<file path="config.mk">
export PLATFORM = sky130hd
export DESIGN_NAME = shaper_peak_detector
export DESIGN_NICKNAME = d
export VERILOG_FILES = /design/src/rtl/shaper_peak_detector.sv
export SDC_FILE = /design/constraint.sdc
export NUM_CORES = 1
export LEC_CHECK = 0
export ABC_AREA = 1
export CAP_MARGIN = 15
export CORE_AREA = 2 2 147 149
export CTS_BUF_LIST = sky130_fd_sc_hd__clkbuf_2
export CTS_CLUSTER_DIAMETER = 120
export DETAILED_ROUTE_END_ITERATION = 7
export DIE_AREA = 0 0 149 151
export PLACE_DENSITY = 0.8
export SKIP_LAST_GASP = 1
export SLEW_MARGIN = 20
export SYNTH_ARGS = -nofsm -noshare
export SYNTH_HDL_FRONTEND = slang
export SYNTH_SLANG_ARGS = --single-unit
</file>
<file path="constraint.sdc">
create_clock -name clk -period 2.07 [get_ports clk]
set_clock_uncertainty 0.05 [all_clocks]
set_input_delay 0.414 -clock clk [delete_from_list [all_inputs] [get_ports clk]]
set_output_delay 0.414 -clock clk [all_outputs]
set_load 0.03 [all_outputs]
</file>
<file path="src/rtl/shaper_peak_detector.sv">
// Pulse peak detector for the shaped sample stream: tracks each pulse above threshold,
// records its first maximum, timestamp and width, and offers one event per pulse downstream.
module shaper_peak_detector #(
  parameter int SIZE_SHAPER_DATA = 16,
  parameter int SIZE_TIMESTAMP   = 32,
  parameter int SIZE_WIDTH       = 8,
  parameter int MIN_WIDTH        = 2
) (
  input  logic                        clk,
  input  logic                        reset,
  input  logic [SIZE_SHAPER_DATA-1:0] input_data,
  input  logic                        enable,
  input  logic [SIZE_SHAPER_DATA-1:0] threshold,
  input  logic [SIZE_SHAPER_DATA-1:0] hysteresis,
  output logic [SIZE_SHAPER_DATA-1:0] peak_amplitude,
  output logic [SIZE_TIMESTAMP-1:0]   peak_time,
  output logic [SIZE_WIDTH-1:0]       peak_width,
  output logic                        peak_valid,
  input  logic                        peak_ready,
  output logic [7:0]                  drop_count
);

  typedef enum logic {
    IDLE = 1'b0,
    RISE = 1'b1
  } state_t;

  function automatic logic [SIZE_SHAPER_DATA-1:0] sat_sub(
    input logic [SIZE_SHAPER_DATA-1:0] a,
    input logic [SIZE_SHAPER_DATA-1:0] b
  );
    return (a > b) ? (a - b) : '0;
  endfunction

  function automatic logic [SIZE_WIDTH-1:0] sat_inc_width(input logic [SIZE_WIDTH-1:0] w);
    return (&w) ? w : (w + 1'b1);
  endfunction

  function automatic logic [7:0] sat_inc_drop(input logic [7:0] d);
    return (&d) ? d : (d + 1'b1);
  endfunction

  state_t                      state, state_nxt;
  logic [SIZE_TIMESTAMP-1:0]   timestamp;
  logic [SIZE_SHAPER_DATA-1:0] end_level;
  logic [SIZE_SHAPER_DATA-1:0] max_amp;
  logic [SIZE_TIMESTAMP-1:0]   max_time;
  logic [SIZE_WIDTH-1:0]       width;
  logic                        pulse_start, pulse_end, pulse_grow, max_upd;
  logic                        width_ok;

  logic                        vld_p1;
  logic [SIZE_SHAPER_DATA-1:0] evt_amp_p1;
  logic [SIZE_TIMESTAMP-1:0]   evt_time_p1;
  logic [SIZE_WIDTH-1:0]       evt_width_p1;

  assign end_level = sat_sub(threshold, hysteresis);
  assign width_ok  = (width >= SIZE_WIDTH'(MIN_WIDTH));

  always_comb begin
    state_nxt   = state;
    pulse_start = 1'b0;
    pulse_end   = 1'b0;
    pulse_grow  = 1'b0;
    max_upd     = 1'b0;
    if (enable) begin
      case (state)
        IDLE: begin
          if (input_data > threshold) begin
            state_nxt   = RISE;
            pulse_start = 1'b1;
          end
        end
        RISE: begin
          // The ending sample closes the pulse and is neither counted nor a re-arm.
          if (input_data <= end_level) begin
            state_nxt = IDLE;
            pulse_end = 1'b1;
          end else begin
            pulse_grow = 1'b1;
            max_upd    = (input_data > max_amp);
          end
        end
        default: state_nxt = IDLE;
      endcase
    end
  end

  always_ff @(posedge clk or negedge reset) begin
    if (!reset) begin
      state <= IDLE;
    end else begin
      state <= state_nxt;
    end
  end

  always_ff @(posedge clk or negedge reset) begin
    if (!reset) begin
      timestamp <= '0;
    end else begin
      timestamp <= timestamp + 1'b1;
    end
  end

  always_ff @(posedge clk or negedge reset) begin
    if (!reset) begin
      max_amp  <= '0;
      max_time <= '0;
      width    <= '0;
    end else if (pulse_start) begin
      max_amp  <= input_data;
      max_time <= timestamp;
      width    <= SIZE_WIDTH'(1);
    end else if (pulse_grow) begin
      width <= sat_inc_width(width);
      if (max_upd) begin
        max_amp  <= input_data;
        max_time <= timestamp;
      end
    end
  end

  // Stage p1: finished pulse staged for one clock before reaching the event register.
  always_ff @(posedge clk or negedge reset) begin
    if (!reset) begin
      vld_p1       <= 1'b0;
      evt_amp_p1   <= '0;
      evt_time_p1  <= '0;
      evt_width_p1 <= '0;
    end else begin
      vld_p1 <= pulse_end && width_ok;
      if (pulse_end) begin
        evt_amp_p1   <= max_amp;
        evt_time_p1  <= max_time;
        evt_width_p1 <= width;
      end
    end
  end

  // Stage p2: single-entry event register with valid/ready handoff.
  always_ff @(posedge clk or negedge reset) begin
    if (!reset) begin
      peak_valid     <= 1'b0;
      peak_amplitude <= '0;
      peak_time      <= '0;
      peak_width     <= '0;
      drop_count     <= '0;
    end else if (vld_p1) begin
      if (!peak_valid || peak_ready) begin
        peak_valid     <= 1'b1;
        peak_amplitude <= evt_amp_p1;
        peak_time      <= evt_time_p1;
        peak_width     <= evt_width_p1;
      end else begin
        drop_count <= sat_inc_drop(drop_count);
      end
    end else if (peak_valid && peak_ready) begin
      peak_valid <= 1'b0;
    end
  end

endmodule

</file>
==> results_dict.tcl <==
set metrics [dict create \
    power_density_nw_per_um2 857.9 \
    cts-root-buf "clkbuf_2" \
    synthFlopType "dfrtp_1" \
    drt-met1-wl_mm 12.79 \
    insertion_delay_ns 0.83 \
    design_area_um2 15270 \
    route.met2.wl_mm 16.29 \
    grt_antenna_before_repair 1 \
    gp_congestion 0.9210 \
    die_w_um 149 \
    swShare_pct 38.58 \
    period_minus_slack_ns 2.933 \
    required_ns 2.72 \
    ys_ff_latch 211 \
    met3WireLength_mm 1.886 \
    grtUsageTotal_pct 27.29 \
    cap_violations 0 \
    leakage_nw 7.883 \
    crit_fanout 15 \
    rsz0062_at_grt "true" \
    nets 1593 \
    place_hpwl_mm 18.16 \
    violations "setup timing" \
    area.growth.synth_to_final_pct 41.70 \
    clock_power_share_pct 20.7 \
    dp_cells 1633 \
    crit_path_frequent_cell "nand2_2" \
    syn_area_um2 10780 \
    postSynthCellCount 1183 \
    cts_buffer_depth 3 \
    synth_edf_count 0 \
    power.internal_mw 8.047 \
    seq_power_share_pct 40.5 \
    power_switching_mw 5.055 \
    fmax_mhz 340.9 \
    grt.overflow.total 0 \
    clkTransAtPathRegs_ns 0.11 \
    dr.pass1.iters 5 \
    status "finished, violations left" \
    ys_types 41 \
    core_um2 20820 \
    worstMarginPinSlew_ns 0.8824 \
    io_buffers 116 \
    cp-start-kind "input port" \
    rows 53 \
    drive_gt1_share_pct 40.81 \
    cts_max_level 2 \
    drt_iter0_drc 736 \
    num_io_pins 117 \
    finalSetupViolations 115 \
    wl_per_cell_um 18.18 \
    async_flop_share_pct 100.0 \
    final_cell_mix "nand2_1 (250), dfrtp_1 (211), clkbuf_2 (119)" \
    end_kind "register" \
    ir_drop_mv 0.5950 \
    start_util_pct 51.75 \
    grt_pass1_wl_mm 48.98 \
    hold_class "input port to async pin" \
    grt_max_degree 63 \
    dieArea_um2 22500 \
    whs_ns 0.1371 \
    yosys_warnings 0 \
    cts_tree "done" \
    crit_slowest_cell "ha_4" \
    synth_nets 1304 \
    cts_sinks 211 \
    slew_headroom_pct 40.98 \
    top_layer "met4" \
    synth_area_per_cell_um2 9.110 \
    vias 9812 \
    cts_buffers 53 \
    wl_mm 32.24 \
    finalWorstSetupSlack_ns -0.8630 \
    die_h_um 151 \
    drc 0 \
    placed_cell_area_um2 13120 \
    critPathKind "input port to register" \
    hold_viol_final 0 \
    slowest_delay_ns 0.29 \
    ys_seq_area_share_pct 49.00 \
    combPwrFrac_pct 38.8 \
    arrival_ns 3.59 \
    stdcell_count 1773 \
    slew_violations 0 \
    mostFrequentLayoutCell "nand2_1" \
    antenna_left 0 \
    via_per_inst 5.534 \
    grt_pass1_vias 9990 \
    final.period_utilization_pct 141.7 \
]
==> state kept, by name, indices dropped and copies added, names as in the netlist <==
register        count
peak_width          8
width               8
peak_valid          1
max_time           32
vld_p1              1
drop_count          8
evt_amp_p1         16
evt_width_p1        8
timestamp          32
max_amp            16
evt_time_p1        32
peak_amplitude     16
peak_time          32
state               1
==> path summary, 6_finish.rpt <==
path	start	to	slack [ns]	cells past startpoint
min in group clk	input_data[0]	max_amp[0]	0.15	3
max in group asynchronous	reset	peak_time[27]	0.55	3
hold reg to reg	evt_time_p1[20]	evt_time_p1[20]	0.43	2
hold / removal	reset	evt_time_p1[29]	0.14	3
setup / recovery	threshold[0]	max_time[8]	-0.86	32
setup reg to reg	max_amp[11]	max_time[8]	-0.36	14
==> routing by layer <==
| layer | vias up | global-route usage [%] |
|---|---|---|
| met3 | 111 | 4.398 |
| met1 | 4798 | 34.39 |
| li1 | 4481 | - |
| met5 | - | 0 |
| met4 | 0 | 12.52 |
| met2 | 422 | 46.45 |
==> final cells by class <==
cell class	count	area, um2
sequential	211	5280
clock buffer	74	370.4
multi-input combinational	822	6056
inverter	108	430.4
fill	1385	5552
antenna	1	2.502
timing repair buffer	275	2723
timing repair inverter	1	8.758
tap	275	344.1
clock inverter	6	56.30
==> power groups by stage <==
stage	Sequential (mW)	Clock, mW	Combinational (mW)
2_1_floorplan	5.59	0	2.07
3_3_place_gp	5.25	0	3.76
6_report	5.31	2.71	5.08
5_1_grt	5.38	3.00	5.48
3_5_place_dp	5.28	0	3.88
4_1_cts	5.21	2.69	4.56
==> synth_stat cells (11+ instances only) <==
cell / count / area [um2]
nand2_1: 337 / 1265
dfrtp_1: 211 / 5280
nand3_1: 131 / 655.6
inv_1: 107 / 401.6
ha_1: 68 / 850.8
mux2_2: 57 / 641.9
nor2_1: 42 / 157.7
a21oi_1: 37 / 185.2
xor2_1: 33 / 289.0
o21ai_0: 19 / 95.09
clkbuf_1: 16 / 60.06
nor3_1: 15 / 75.07
nand4_1: 13 / 81.33
buf_2: 11 / 55.05
o21ai_1: 11 / 55.05
==> what timing repair did <==
item | CTS | global route
hold buffers | 3 | 0
pin swaps | 70 | 38
gates resized for setup | 349 | 206
cloned | 14 | 6
hold endpoints to repair | 211 | 0
endpoints found under the setup margin | 179 | 171
buffers inserted | 30 | 11
==> critical path, delay by kind of cell <==
family | cells | cell delay, ns
compound gates | 1 | 0.15
buf+inv | 8 | 0.70
fa+ha+maj | 3 | 0.65
simple gates | 20 | 1.65
==> stage by stage <==
| step | power [mW] | setup slack [ns] | TNS, ns | util (%) |
|---|---|---|---|---|
| 2_1_floorplan | 7.655 | -1.180 | -128.14 | - |
| 3_3_place_gp | 9.016 | -2.218 | -241.13 | 63.00 |
| 3_5_place_dp | 9.156 | -2.264 | -247.04 | 63.00 |
| 4_1_cts | 12.47 | -0.6782 | -72.56 | 71.42 |
| 5_1_grt | 13.86 | -1.009 | -102.31 | 73.34 |
| 6_report | 13.10 | -0.8630 | -85.47 | 73.34 |
==> cells by family after synthesis <==
group	count (synthesis)	synth area share, %
buffers and inverters	150	5.944
flip-flops	211	49.00
AND/OR/NAND/NOR	575	23.64
adder cells (fa/ha/maj)	69	8.081
multiplexers	57	5.956
AO/OA/AOI/OAI	81	4.133
XOR/XNOR	40	3.251
No activity file was read; power rests on OpenSTA's default activity.
